===== src/rtl/div_issue_queue_pkg.sv =====
// Shared types for the divider issue path: uop and branch-resolution records,
// divide opcodes, and the sequence-number age compare.
package div_issue_queue_pkg;

    localparam int SQN_W  = 7;
    localparam int XLEN   = 32;
    localparam int TAG_W  = 7;

    typedef logic [SQN_W-1:0] sqn_t;

    typedef enum logic [1:0] {
        DIV_DIV  = 2'd0,
        DIV_DIVU = 2'd1,
        DIV_REM  = 2'd2,
        DIV_REMU = 2'd3
    } div_op_e;

    typedef struct packed {
        logic [XLEN-1:0]  srcA;
        logic [XLEN-1:0]  srcB;
        logic [TAG_W-1:0] tagDst;
        sqn_t             sqN;
        div_op_e          opcode;
        logic             valid;
    } EX_UOp;

    typedef struct packed {
        logic taken;
        sqn_t sqN;
    } BranchProv;

    // a is strictly younger than b under wrapping sequence numbers:
    // the difference a-b, read as signed, is positive.
    function automatic logic is_younger(input sqn_t a, input sqn_t b);
        sqn_t diff;
        diff = a - b;
        return (diff != '0) && !diff[SQN_W-1];
    endfunction

    function automatic logic is_flushed(input BranchProv br, input sqn_t s);
        return br.taken && is_younger(s, br.sqN);
    endfunction

endpackage


===== src/rtl/div_issue_queue.sv =====
// Age-ordered queue in front of the iterative divider: holds DIV/REM uops,
// issues one registered uop at a time and drops entries squashed by a branch.
module div_issue_queue
    import div_issue_queue_pkg::*;
#(
    parameter int DEPTH = 4
) (
    input  logic      clk,
    input  logic      rst,
    input  BranchProv IN_branch,
    input  EX_UOp     IN_uop,
    output logic      OUT_full,
    input  logic      IN_divBusy,
    input  logic      IN_resValid,
    output logic      OUT_en,
    output EX_UOp     OUT_uop
);

    localparam int IDX_W = $clog2(DEPTH);
    typedef logic [IDX_W:0] ptr_t;

    ptr_t             rd_ptr_q, rd_ptr_d;
    ptr_t             wr_ptr_q, wr_ptr_d;
    logic [DEPTH-1:0] valid_q, valid_d;
    EX_UOp            entries_q [DEPTH];
    EX_UOp            out_uop_q, out_uop_d;
    logic             out_en_q, out_en_d;
    logic             inflight_q, inflight_d;
    sqn_t             inflight_sqn_q, inflight_sqn_d;

    logic [DEPTH-1:0] flush_vec;
    ptr_t             count;
    ptr_t             survivor_wr;
    ptr_t             scan_slot;
    logic             scan_found;
    logic [IDX_W-1:0] head_idx;
    logic [IDX_W-1:0] enq_slot;
    logic             issue;
    logic             enq;

    assign count    = wr_ptr_q - rd_ptr_q;
    assign OUT_full = (count == ptr_t'(DEPTH));
    assign head_idx = rd_ptr_q[IDX_W-1:0];

    for (genvar i = 0; i < DEPTH; i++) begin : g_flush
        assign flush_vec[i] = valid_q[i] && is_flushed(IN_branch, entries_q[i].sqN);
    end

    // Entries are in program order, so a flush removes a contiguous suffix:
    // the first flushed slot from the head becomes the new write pointer.
    always_comb begin
        // NOTE: every combinational output gets a default first so no path infers a latch.
        survivor_wr = wr_ptr_q;
        scan_slot   = rd_ptr_q;
        scan_found  = 1'b0;
        for (int k = 0; k < DEPTH; k++) begin
            scan_slot = rd_ptr_q + ptr_t'(k);
            if (!scan_found && (ptr_t'(k) < count) && flush_vec[scan_slot[IDX_W-1:0]]) begin
                survivor_wr = scan_slot;
                scan_found  = 1'b1;
            end
        end
    end

    assign enq_slot = survivor_wr[IDX_W-1:0];
    assign issue    = valid_q[head_idx] && !flush_vec[head_idx] && !inflight_q
                      && !IN_divBusy && !out_uop_q.valid;
    assign enq      = IN_uop.valid && !OUT_full && !is_flushed(IN_branch, IN_uop.sqN);

    always_comb begin
        rd_ptr_d  = rd_ptr_q;
        wr_ptr_d  = survivor_wr;
        valid_d   = valid_q & ~flush_vec;
        out_uop_d = out_uop_q;
        out_uop_d.valid = 1'b0;
        out_en_d  = 1'b0;

        if (issue) begin
            rd_ptr_d          = rd_ptr_q + ptr_t'(1);
            valid_d[head_idx] = 1'b0;
            out_uop_d         = entries_q[head_idx];
            out_uop_d.valid   = 1'b1;
            out_en_d          = 1'b1;
        end
        if (enq) begin
            valid_d[enq_slot] = 1'b1;
            wr_ptr_d          = survivor_wr + ptr_t'(1);
        end
    end

    // Clear first, then set: a freshly presented unflushed uop wins over a
    // clear, which can only refer to the previous one.
    always_comb begin
        inflight_d     = inflight_q;
        inflight_sqn_d = inflight_sqn_q;
        if (IN_resValid || (inflight_q && is_flushed(IN_branch, inflight_sqn_q))) begin
            inflight_d = 1'b0;
        end
        if (out_uop_q.valid && !is_flushed(IN_branch, out_uop_q.sqN)) begin
            inflight_d     = 1'b1;
            inflight_sqn_d = out_uop_q.sqN;
        end
    end

    always_ff @(posedge clk) begin
        // NOTE: sequential state uses non-blocking assignments only.
        if (rst) begin
            rd_ptr_q       <= '0;
            wr_ptr_q       <= '0;
            valid_q        <= '0;
            out_uop_q      <= '0;
            out_en_q       <= 1'b0;
            inflight_q     <= 1'b0;
            inflight_sqn_q <= '0;
        end else begin
            rd_ptr_q       <= rd_ptr_d;
            wr_ptr_q       <= wr_ptr_d;
            valid_q        <= valid_d;
            out_uop_q      <= out_uop_d;
            out_en_q       <= out_en_d;
            inflight_q     <= inflight_d;
            inflight_sqn_q <= inflight_sqn_d;
        end
    end

    // NOTE: payload storage is deliberately not reset; the valid bits gate every read.
    always_ff @(posedge clk) begin
        if (enq) begin
            entries_q[enq_slot] <= IN_uop;
        end
    end

    assign OUT_en  = out_en_q;
    assign OUT_uop = out_uop_q;

endmodule


===== config.mk =====
export PLATFORM = sky130hd
export DESIGN_NAME = div_issue_queue
export DESIGN_NICKNAME = d
export VERILOG_FILES = /design/src/rtl/div_issue_queue_pkg.sv /design/src/rtl/div_issue_queue.sv
export SDC_FILE = /design/constraint.sdc
export NUM_CORES = 1
export LEC_CHECK = 0
export ABC_AREA = 1
export ABC_CLOCK_PERIOD_IN_PS = 6530
export CORE_ASPECT_RATIO = 1.2
export CORE_MARGIN = 2
export CORE_UTILIZATION = 57
export DETAILED_ROUTE_END_ITERATION = 8
export PLACE_DENSITY = 0.87
export SLEW_MARGIN = 20
export SYNTH_ARGS = -nofsm -noshare
export SYNTH_HDL_FRONTEND = slang
export SYNTH_SLANG_ARGS = --single-unit

===== constraint.sdc =====
create_clock -name clk -period 6.53 [get_ports clk]
set_clock_uncertainty 0.2 [all_clocks]
set_input_delay 1.6325 -clock clk [delete_from_list [all_inputs] [get_ports clk]]
set_output_delay 1.6325 -clock clk [all_outputs]
set_load 0.005 [all_outputs]

Word-level counts from Yosys, hierarchy flattened
Memory sizes are Yosys's and may differ from the RTL's. A register that Yosys moved wholly into a read port is not among the register bits.
Cells that the tools add are included.
{"block": "op_classes", "add_sub_neg": 12, "n_lt_le_gt_ge": 11, "eq_ne": 1, "n_mux": 30, "bitwise": 5, "n_reduce_logical": 61}
{"op": "nonzero test 7 bit", "count": 7}
{"op": "subtractor 7 bit", "count": 7}
{"op": "logical AND 1 bit", "count": 35}
{"op": "zero test 1 bit", "count": 17}
{"op": "2-to-1 mux 1 bit", "count": 16}
{"op": "less-than comparator 2 x 3 -> 1 bit, second input constant", "count": 5}
{"op": "2-to-1 mux 3 bit", "count": 5}
{"op": "binary-select mux 1 bit (select 2 bit)", "count": 5}
{"op": "AND 4 bit", "count": 2}
{"op": "2-to-1 mux 4 bit", "count": 2}
{"op": "NOT 4 bit", "count": 2}
{"op": "adder 3 x 1 -> 3 bit, second input constant", "count": 2}
{"op": "adder 3 x 2 -> 3 bit, second input constant", "count": 2}
{"op": "less-than comparator 1 x 3 -> 1 bit, first input constant", "count": 2}
{"op": "less-than comparator 2 x 3 -> 1 bit, first input constant", "count": 2}
{"op": "demux 1 bit (select 2 bit)", "count": 2}
{"op": "greater-or-equal comparator 2 x 1 -> 1 bit, second input constant", "count": 2}
{"op": "bitwise OR 4 bit", "count": 1}
{"op": "equality test 3 bit, second input constant", "count": 1}
{"op": "subtractor 3 bit", "count": 1}
{"op": "nonzero test 2 bit", "count": 1}
{"op": "logical OR 1 bit", "count": 1}
{"block": "totals", "ff_bits": 20, "mem_bits_rw": 324, "input_bits": 93, "out_inout_bits": 83, "elab_cells": 128, "n_memories": 1}
{"name": "entries_q", "depth": 4, "word_bits": 81, "rd": 5, "rd_clocked_by_memory_dff": 1, "write_ports": 1, "line_no": "div_issue_queue.sv:25", "text": "EX_UOp entries_q [DEPTH];"}

Longest topological paths before layout
Gate-level depths: netlist of run 1.
An unclocked memory read counts as a cell.
{"block": "logic_depth", "depth_word": 28, "depth_mapped": 25, "depth_no_buf": 25}

Worst setup path before layout of run 1
Ideal clock, no wire load.
{"block": "synth_timing", "path_kind": "input to register", "start": "input port IN_branch[4] (netlist name)", "end": "memory entries_q[0][10] (netlist name) (enable)", "setup_time_ns": 0.434, "t_arrival_ns": 5.144, "t_required_ns": 5.896, "slack_ns": 0.752, "cell_stages": 22, "cell_sequence": "inv_1 ha_1 inv_2 nand2_1 nor2_1 nor2_1 nand2_1 nor2_1 nor2_1 nand4_1 nand3_1 nand2_1 nor2_1 nand2_1 nor2_4 nor2_2 nand2_1 nand2_1 inv_1 ha_1 nand2_1 inv_1"}
{"block": "synth_between", "elab_chain_cells": 21, "word_cells_on_any_way": 58, "cone_classes": "5 x add/sub; 17 x mux; 36 x reduce/logical"}
{"element": "start: declaration", "line_no": "div_issue_queue.sv:10", "text": "input BranchProv IN_branch,"}
{"element": "subtractor 7 bit", "line_no": "div_issue_queue_pkg.sv:36", "text": "diff = a - b;"}
{"element": "nonzero test 7 bit / zero test 1 bit (equally long branches)", "line_no": "div_issue_queue_pkg.sv:37", "text": "return (diff != '0) && !diff[SQN_W-1];"}
{"element": "logical AND 1 bit", "line_no": "div_issue_queue_pkg.sv:37"}
{"element": "logical AND 1 bit", "line_no": "div_issue_queue_pkg.sv:41", "text": "return br.taken && is_younger(s, br.sqN);"}
{"element": "logical AND 1 bit", "line_no": "div_issue_queue.sv:46", "text": "assign flush_vec[i] = valid_q[i] && is_flushed(IN_branch, entries_q[i].sqN);"}
{"element": "binary-select mux 1 bit (select 2 bit)", "line_no": "div_issue_queue.sv:58", "text": "if (!scan_found && (ptr_t'(k) < count) && flush_vec[scan_slot[IDX_W-1:0]]) begin"}
{"element": "2-to-1 mux 1 bit (implied by the code)", "line_no": "div_issue_queue.sv:58"}
{"element": "logical AND 1 bit", "line_no": "div_issue_queue.sv:58"}
{"element": "[2 not listed]"}
{"element": "logical AND 1 bit (2 in a row)", "line_no": "div_issue_queue.sv:58"}
{"element": "2-to-1 mux 1 bit", "line_no": "div_issue_queue.sv:58"}
{"element": "zero test 1 bit", "line_no": "div_issue_queue.sv:58"}
{"element": "logical AND 1 bit (2 in a row)", "line_no": "div_issue_queue.sv:58"}
{"element": "2-to-1 mux 1 bit", "line_no": "div_issue_queue.sv:58"}
{"element": "zero test 1 bit", "line_no": "div_issue_queue.sv:58"}
{"element": "logical AND 1 bit (2 in a row)", "line_no": "div_issue_queue.sv:58"}
{"element": "2-to-1 mux 3 bit", "line_no": "div_issue_queue.sv:58"}
{"element": "end: declaration", "line_no": "div_issue_queue.sv:25"}
Several ways; a longest one is shown, not always the timed one. The select of a mux whose other input is x is not followed.

Final worst setup path of run 1
{"block": "layout_timing", "start": "input port IN_branch[0] (netlist name)", "end": "memory entries_q[0][69] (netlist name) (enable)"}
Same word-level chain as after synthesis.

==> flow_summary.ini, run 1 <==
[run_status]
outcome = finished clean

[placed_design]
place_ws_ns = 0.718
place_area_um2 = 19700
dp.cells = 2033
dpl.hpwl_um = 25700
portBuffers = 175
place_congestion = 0.891

[power]
internal_power_uw = 6200
p_seq_frac = 0.430
power.static_leakage_uw = 0.00786
clkPwrFrac = 0.244
p_per_area_nw_per_um2 = 445
comb_power_share = 0.326
p_sw_frac = 0.337
p_sw_uw = 3150
power.ir.vdd_worst_mv = 0.325

[finish]
fillCellCount = 2049
nets = 1824
layout.cells.non_filler = 2108
design_area_um2 = 21000
drive_gt1_frac = 0.0783
area_growth_pct = 19.5

[timing]
fmax_ghz = 0.190
layout_setup_ws_ns = 1.26
min_period_ns = 5.27
setup_viol = 0
drv_slew = 0
setup_tns_ns = 0
tightest_slew_ns = 1.11
hold_viol = 0
fin_crit_sh = 0.807
slew-limit-headroom = 0.263
hold_ws_ns = 0.269
rsz0062_at_grt = no

[drt]
vias_per_cell = 5.81
wl_per_cell_um = 19.5
num_vias = 12200
ant_nets = 0
remaining_drc_errors = 0
routed_wl_um = 41100
firstDrtPassIters = 5
drt_iter0_markers = 1006

[worst_hold_path]
worst_hold_path_type = flip-flop to flip-flop
min_path_cells = 2

[synthesis]
yosys_warnings = 0
syn_nets = 1673
ys_types = 42
synth_seq_area_share = 0.659
synthCells = 1528
avgSynthCellArea_um2 = 11.5
synth_seq_cells = 419
synth_area_um2 = 17600

[critical_path]
end_kind = flip-flop
critPathMaxFanout = 32
startpoint_type = input port
cp.arrival_ns = 5.29
reg2regPathDepth = 18
crit_required_ns = 6.55
criticalPathCategory = input port to flip-flop

[floorplan]
row_count = 70
core-area_um2 = 30400
initial_core_util = 0.578
boundaryPins = 176
die_y_um = 196
die_w_um = 164
die_area_um2 = 32300

[clocking]
cts_made_buffers = 40
cts.path.max_buffers = 3
cts_setup_buffers = 0
cts_resized = 0
postCtsHoldBufs = 0
clockRootBuffer = clkbuf_16
cts_sinks = 419
clock_latency_ns = 0.54
clkTransAtPathRegs_ns = 0.06
cts_max_level = 2
tritoncts = yes

[global_route]
grt_max_degree = 93
antenna_found_initial = 2
grt.overflow.total = 0
grt_pass1_wl_um = 64100
gr-usage-all-layers = 0.256
grt_pass1_vias = 12200

[job]
maxCapViolations = 0
## cell usage in the layout, fill, tap and decap left out, drive strengths merged, types with 9 or more instances in the layout
cell type      synthesis  routed
nand3                119     119
ha                    51      51
a21oi                114     114
clkbuf                60      55
edfxtp               320     320
inv                   90      92
clkinv                 0      10
buf                   25      19
dfxtp                 99      99
nor2                  57      57
nand2                354     354
nand4                 10      10
xor2                  14      14
o21ai                106     106
clkdlybuf4s50          0     175
xnor2                  9       9
a32o                  78      78
## state kept, by name (all words and copies together), names as in the netlist
name and count:
OUT_en 1, OUT_uop 80, entries_q 320, inflight_q 1
inflight_sqn_q 7, rd_ptr_q 3, valid_q 4, wr_ptr_q 3
## cells in the mapped netlist, drive strengths merged
cell | instances | area (um2)
a21oi | 114 | 578
o21ai | 106 | 568
a32o | 78 | 781
o211ai | 3 | 22.5
or2 | 1 | 6.26
xnor2 | 9 | 78.8
nor3 | 1 | 5.00
fa | 1 | 20.0
nand2 | 354 | 1350
buf | 25 | 144
nor4 | 1 | 12.5
xor2 | 14 | 123
edfxtp | 320 | 9610
inv | 90 | 340
a31oi | 1 | 6.26
nand3b | 3 | 22.5
ha | 51 | 638
dfxtp | 99 | 1980
o21bai | 8 | 67.6
nor2 | 57 | 258
clkbuf | 60 | 231
nand4 | 10 | 68.8
nand3 | 119 | 643
a21o | 3 | 22.5
## cell families (layout without fill, tap and decap cells)
group / after synthesis / count (layout) / share of synthesized area
and+or+nand+nor: 546 / 546 / 0.135
xor gates and xnor gates: 23 / 23 / 0.0115
buffers and inverters: 175 / 358 / 0.0407
DFF: 419 / 419 / 0.659
adders and majority gates: 52 / 52 / 0.0374
other: 0 / 1 / 0
AOI/OAI and AO/OA: 313 / 313 / 0.116
## critical path: stages
cell and delay [ns]:
clkdlybuf4s50_1 0.75, ha_1 0.32, nand2_1 0.07, inv_1 0.04, nand2_1 0.06, nor2_1 0.05, nand2_1 0.06, nor2_1 0.05
nor2_1 0.19, nand4_1 0.17, nand3_1 0.13, nand2_1 0.08, nor2_1 0.09, nand2_1 0.09, nor2_4 0.14, nor2_2 0.04
nand2_1 0.12, nand2_1 0.10, inv_1 0.10, ha_1 0.15, nand2_1 0.10, inv_4 0.41, buf_4 0.34
## power groups by stage
stage	clock [uW]	sequential, uW	combinational [uW]
final	2280	4020	3050
after global routing	2400	4070	3370
after CTS	2310	4010	3060
after detailed placement	0	4060	3030
after global placement	0	4030	2930
after floorplan	0	3990	1980
## cell type report
type,count,area [um2],share of cell area
clock inverter,19,173,0.00822
inverter,90,354,0.0169
sequential,419,11600,0.552
timing repair buffer,194,1970,0.0938
antenna,1,2.50,0.000119
tap,396,495,0.0236
clock buffer,55,1140,0.0543
multi-input combinational,934,5270,0.251
## metal layers
metal	vias to the layer above	track usage	wire (um)
met5	-	0	12
met4	2	0.0975	1280
met3	87	0.0421	2830
met2	467	0.447	21200
met1	5915	0.319	15800
li1	5770	-	-
## worst paths after layout
kind                                                  endpoint                            from  slack, ns
worst max-delay path                entries_q[0][69]$_DFFE_PP_                    IN_branch[0]       1.26
worst min-delay path            inflight_sqn_q[0]$_SDFFE_PP0P_  inflight_sqn_q[0]$_SDFFE_PP0P_       0.27
worst max register to register      entries_q[0][69]$_DFFE_PP_        rd_ptr_q[0]$_SDFFE_PP0P_       2.05
worst min register to register  inflight_sqn_q[0]$_SDFFE_PP0P_  inflight_sqn_q[0]$_SDFFE_PP0P_       0.27
## per-stage QoR
stage,total power (uW),utilization
6_report,9340,0.691
5_1_grt,9850,0.691
4_1_cts,9390,0.691
3_5_place_dp,7090,0.648
3_3_place_gp,6960,0.648
2_1_floorplan,5970,-
Power figures use the tool's default switching activity.
==> inputs of run 2 (changes only) <==
--- a/config.mk
+++ b/config.mk
@@ -6,12 +6,12 @@
 export NUM_CORES = 1
 export LEC_CHECK = 0
 export ABC_AREA = 1
-export ABC_CLOCK_PERIOD_IN_PS = 6530
+export ABC_CLOCK_PERIOD_IN_PS = 4400
 export CORE_ASPECT_RATIO = 1.2
 export CORE_MARGIN = 2
-export CORE_UTILIZATION = 57
+export CORE_UTILIZATION = 51
 export DETAILED_ROUTE_END_ITERATION = 8
-export PLACE_DENSITY = 0.87
+export PLACE_DENSITY = 0.82
 export SLEW_MARGIN = 20
 export SYNTH_ARGS = -nofsm -noshare
 export SYNTH_HDL_FRONTEND = slang
==> constraint.sdc (replaced) <==
create_clock -name clk -period 4.4 [get_ports clk]
set_clock_uncertainty 0.2 [all_clocks]
set_input_delay 1.1 -clock clk [delete_from_list [all_inputs] [get_ports clk]]
set_output_delay 1.1 -clock clk [all_outputs]
set_load 0.005 [all_outputs]
==> run 2 against run 1 <==
First-iteration DRC count increased by 3.1%. Final area increased by 6.2%. Worst hold slack improved by 0.013 ns. Register-to-register slack got worse by 1.4 ns. Routed wire length increased by 7.3%. Critical endpoint is now entries_q[1][23]$_DFFE_PP_. Setup slack got worse by 1.1 ns. Via count increased by 3.8%. Clock power increased by 52%. Global-route usage decreased by 2.5 points. Highest routed layer is now met4. Die area increased by 11%. Cell count increased by 6.4%. Combinational power increased by 73%. Critical path type unchanged.
==> flow_summary.ini, run 2 (synthesized netlist as in run 1, its figures left out) <==
[finish]
regMostFlops = entries_q
layout_common_cells = 341 x nand2_1, 320 x edfxtp_1, 170 x clkdlybuf4s50_1
drive_gt1_frac = 0.130
final_common_cell = nand2_1
regArea_um2 = 11600
largest_reg_flops = 320
fillCellCount = 2449
layout.cells.non_filler = 2242
nets = 1895
multi_input_area_um2 = 5520
area_growth_pct = 26.9

[floorplan]
core-area_um2 = 34000
initial_core_util = 0.517
die_w_um = 173
die_y_um = 207
die_area_um2 = 36000
row_count = 74
boundaryPins = 176

[timing]
rsz0062_at_grt = no
setup_viol = 0
slew-limit-headroom = 0.296
drv_slew = 0
tightest_slew_ns = 1.06
hold_ws_ns = 0.282
fmax_ghz = 0.238
hold_viol = 0
min_period_ns = 4.20
fin_crit_sh = 0.954

[critical_path]
crit_required_ns = 4.49
critPathMaxFanout = 9
reg2regPathDepth = 20
cp.arrival_ns = 4.29
crit_start = IN_branch[1]
startpoint_type = input port
end_kind = flip-flop
criticalPathCategory = input port to flip-flop
endpoint = entries_q[1][23]$_DFFE_PP_
r2r_setup_slack_ns = 0.66
worstReg2RegStart = wr_ptr_q[0]$_SDFF_PP0_
r2r_end = entries_q[1][23]$_DFFE_PP_

[global_route]
gr-usage-all-layers = 0.231
grt_pass1_wl_um = 66300
antenna_found_initial = 3
grt_max_degree = 98
grt_pass1_vias = 12500
grt.overflow.total = 0

[clocking]
clock_latency_ns = 0.54
cts_max_level = 2
postCtsHoldBufs = 0
cts.path.max_buffers = 3
clkTransAtPathRegs_ns = 0.06
clockRootBuffer = clkbuf_16
cts_made_buffers = 41
tritoncts = yes
cts_sinks = 419

[drt]
firstDrtPassIters = 5
num_vias = 12700
ant_nets = 0
remaining_drc_errors = 0
drt_iter0_markers = 1037
vias_per_cell = 5.67
routed_wl_um = 44100
wl_per_cell_um = 19.7

[power]
power_uw = 14700
p_sw_uw = 4860
p_sw_frac = 0.332
power.static_leakage_uw = 0.00836
p_per_area_nw_per_um2 = 657
power.ir.vdd_worst_mv = 0.479
clkPwrFrac = 0.237
internal_power_uw = 9790
comb_power_share = 0.360
p_seq_frac = 0.403

[run_status]
outcome = finished clean

[placed_design]
place_congestion = 0.849
portBuffers = 175
dp.cells = 2138
dpl.hpwl_um = 27000

[worst_hold_path]
worst_hold_path_type = flip-flop to flip-flop

[job]
maxCapViolations = 0
## run 2: critical path, cell delays in order
cell             delay, ns
clkdlybuf4s50_1       0.47
inv_2                 0.07
ha_1                  0.32
inv_1                 0.07
nor2_1                0.05
o21ai_2               0.17
nand4_1               0.13
nand2_2               0.13
nand3b_1              0.13
nand3_1               0.11
nand2_1               0.08
nor2_1                0.09
nand2_1               0.09
nor2_4                0.16
nor2_2                0.05
nand2_2               0.11
nand2_2               0.08
buf_4                 0.14
ha_1                  0.18
nand2_2               0.11
clkinvlp_4            0.11
buf_12                0.16
buf_4                 0.17
## run 2: worst min path at each step
stage / start / to / slack [ns] / depth (start not counted)
global placement: inflight_sqn_q[0]$_SDFFE_PP0P_ / inflight_sqn_q[0]$_SDFFE_PP0P_ / 0.25 / 2
detailed placement: inflight_sqn_q[0]$_SDFFE_PP0P_ / inflight_sqn_q[0]$_SDFFE_PP0P_ / 0.27 / 2
CTS: inflight_sqn_q[0]$_SDFFE_PP0P_ / inflight_sqn_q[0]$_SDFFE_PP0P_ / 0.28 / 2
floorplan: inflight_sqn_q[0]$_SDFFE_PP0P_ / inflight_sqn_q[0]$_SDFFE_PP0P_ / 0.23 / 2
finish: inflight_sqn_q[0]$_SDFFE_PP0P_ / inflight_sqn_q[0]$_SDFFE_PP0P_ / 0.28 / 2
global route: OUT_uop[62]$_SDFFE_PP0P_ / OUT_uop[62]$_SDFFE_PP0P_ / 0.31 / 2
## run 2: power groups by stage
stage | sequential, uW | clock, uW | combinational [uW]
2_1_floorplan | 5900 | 0 | 2950
3_3_place_gp | 5930 | 0 | 4670
3_5_place_dp | 5970 | 0 | 4810
4_1_cts | 5900 | 3520 | 4870
5_1_grt | 5990 | 3680 | 5750
6_report | 5910 | 3470 | 5270
## run 2: cell type report
type / count / area share
timing repair buffer: 264 / 0.130
clock buffer: 60 / 0.0520
sequential: 419 / 0.520
inverter: 90 / 0.0168
antenna: 3 / 0.000337
tap: 456 / 0.0256
multi-input combinational: 934 / 0.248
clock inverter: 16 / 0.00785
## run 2: per-layer routing
| layer | vias to the layer above | part of all wire | global-route usage |
|---|---|---|---|
| met4 | 0 | 0.037 | 0.0994 |
| met2 | 482 | 0.51 | 0.408 |
| met1 | 6188 | 0.39 | 0.279 |
| met3 | 113 | 0.067 | 0.0381 |
| li1 | 5922 | - | - |
| met5 | - | 0 | 0 |
## run 2: through the flow
| stage | util | setup WS (ns) | setup TNS, ns | instance area (um2) |
|---|---|---|---|---|
| after floorplan | - | -0.479 | -146.97 | 17600 |
| after global placement | 0.596 | -0.581 | -155.02 | 20300 |
| after detailed placement | 0.596 | -0.592 | -169.39 | 20300 |
| after CTS | 0.636 | 0.00387 | 0 | 21600 |
| after global routing | 0.656 | 0.0104 | 0 | 22300 |
| final | 0.656 | 0.203 | 0 | 22300 |
## run 2: repair_timing
action / CTS / global route
gates resized for setup: 0 / 60
endpoints found under the setup margin: 80 / 322
gates cloned: 0 / 9
buffers inserted: 1 / 15
pin swaps: 0 / 18
==> inputs of run 3 (changes only) <==
--- a/config.mk
+++ b/config.mk
@@ -12,6 +12,7 @@
 export CORE_UTILIZATION = 51
 export DETAILED_ROUTE_END_ITERATION = 8
 export PLACE_DENSITY = 0.82
+export SKIP_CTS_REPAIR_TIMING = 1
 export SLEW_MARGIN = 20
 export SYNTH_ARGS = -nofsm -noshare
 export SYNTH_HDL_FRONTEND = slang
==> run 3 against run 2 <==
Routed wire length fell by 0.20%. Setup slack got worse by 0.0087 ns. Cell count did not move. Sequential share of layout area did not move. Fmax fell by 0.21%. Power barely moved. First-iteration DRC count rose by 4.9%. Final area did not move. Flip-flop and latch count did not move. Core utilization did not move. Combinational power barely moved. Count of clock-buffer cells in the layout did not move. Largest cell class unchanged.
==> flow_summary.ini, run 3 (synthesized netlist as in run 1, its figures left out) <==
[job]
maxCapViolations = 0

[critical_path]
reg2regPathDepth = 20
cp.arrival_ns = 4.30
startpoint_type = input port
end_kind = flip-flop
criticalPathCategory = input port to flip-flop
r2r_setup_slack_ns = 0.65
crit_start = IN_branch[1]
r2r_end = entries_q[1][23]$_DFFE_PP_
worstReg2RegStart = wr_ptr_q[0]$_SDFF_PP0_
critPathMaxFanout = 9
crit_required_ns = 4.49

[finish]
layout_common_cells = 341 x nand2_1, 320 x edfxtp_1, 170 x clkdlybuf4s50_1
nets = 1895
area_growth_pct = 26.9
final_common_cell = nand2_1
regMostFlops = entries_q
fillCellCount = 2448
drive_gt1_frac = 0.131
fin_util = 0.656
largest_reg_flops = 320

[worst_hold_path]
worst_hold_path_type = flip-flop to flip-flop
hold_start = inflight_sqn_q[0]$_SDFFE_PP0P_
holdPathEnd = inflight_sqn_q[0]$_SDFFE_PP0P_
min_path_cells = 2

[power]
internal_power_uw = 9790
clkPwrFrac = 0.237
comb_power_share = 0.360
p_seq_frac = 0.403
p_sw_uw = 4860
p_sw_frac = 0.332
power.static_leakage_uw = 0.00836
p_per_area_nw_per_um2 = 657
power.ir.vdd_worst_mv = 0.480

[clocking]
cts_sinks = 419
cts_made_buffers = 41
clkTransAtPathRegs_ns = 0.06
cts_max_level = 2
tritoncts = yes
cts.path.max_buffers = 3
clock_latency_ns = 0.54
clockRootBuffer = clkbuf_16

[drt]
wl_met2_um = 22400
topRoutingLayerUsed = met4
firstDrtPassIters = 5
dr_wl_met3_um = 2850
wl_per_cell_um = 19.6
wl_met1_um = 17100
routed_wl_um = 44000
num_vias = 12700
ant_nets = 0
remaining_drc_errors = 0
drt_iter0_markers = 1088
vias_per_cell = 5.66

[timing]
setup_tns_ns = 0
hold_ws_ns = 0.282
drv_slew = 0
min_period_ns = 4.21
tightest_slew_ns = 1.04
layout_setup_ws_ns = 0.195
setup_viol = 0
hold_viol = 0
fmax_ghz = 0.238
rsz0062_at_grt = no
slew-limit-headroom = 0.306
fin_crit_sh = 0.956

[global_route]
gr-usage-all-layers = 0.231
grt_max_degree = 98
grt_pass1_vias = 12500
grt.overflow.total = 0
grt_pass1_wl_um = 66200
antenna_found_initial = 3

[floorplan]
core-area_um2 = 34000
boundaryPins = 176
die_y_um = 207
initial_core_util = 0.517
die_w_um = 173
row_count = 74
die_area_um2 = 36000

[placed_design]
portBuffers = 175
place_congestion = 0.849
dpl.hpwl_um = 27000
place_ws_ns = -0.592

[run_status]
outcome = finished clean
run 3: cell counts in the layout (fill, tap and decap cells not counted):
No cell type changed its count.
run 3: power by group through the flow:
stage | Combinational, uW | Clock [uW] | Sequential (uW)
after floorplan | 2950 | 0 | 5900
after global placement | 4670 | 0 | 5930
after detailed placement | 4810 | 0 | 5970
after CTS | 4850 | 3520 | 5900
after global routing | 5760 | 3680 | 5990
final | 5270 | 3470 | 5910
run 3: per-stage QoR:
step,std cells,total power (uW),cell area [um2]
floorplan,1528,8850,17600
global placement,2138,10600,20300
detailed placement,2138,10800,20300
CTS,2214,14300,21600
global route,2242,15400,22300
finish,2242,14700,22300
run 3: how the worst max path moves through the flow:
| stage | slack, ns | cells past startpoint | to |
|---|---|---|---|
| floorplan | -0.48 | 21 | entries_q[2][10]$_DFFE_PP_ |
| global placement | -0.58 | 22 | entries_q[1][21]$_DFFE_PP_ |
| detailed placement | -0.59 | 20 | entries_q[1][26]$_DFFE_PP_ |
| CTS | -0.05 | 20 | entries_q[1][23]$_DFFE_PP_ |
| global route | 0.004 | 23 | entries_q[1][23]$_DFFE_PP_ |
| finish | 0.19 | 24 | entries_q[1][23]$_DFFE_PP_ |
run 3: per-layer routing:
metal / vias up / global-route usage
li1: 5919 / -
met3: 115 / 0.0381
met1: 6144 / 0.279
met2: 506 / 0.407
met4: 0 / 0.0994
met5: - / 0
run 3: cell type report:
type                    count  area [um2]  area share
clock inverters            16         175     0.00785
clock buffers              60        1160      0.0520
flip-flops and latches    419       11600       0.520
repair buffers            264        2900       0.130
diodes                      3        7.51    0.000337
well taps                 456         571      0.0256
inverters                  90         375      0.0168
multi-input cells         934        5520       0.248
run 3: critical path: stages:
cell	delay (ns)
clkdlybuf4s50_1	0.47
inv_2	0.07
buf_4	0.13
ha_1	0.19
o21ai_0	0.21
nand2_1	0.07
nand3_1	0.08
nor2_1	0.05
nor2_2	0.16
nand3_2	0.12
nand3_1	0.08
nand2_1	0.08
nor2_1	0.09
nand2_1	0.09
nor2_4	0.16
nor2_2	0.05
nand2_2	0.11
nand2_2	0.09
buf_4	0.14
ha_1	0.18
nand2_2	0.10
clkinvlp_4	0.11
buf_12	0.16
buf_4	0.17
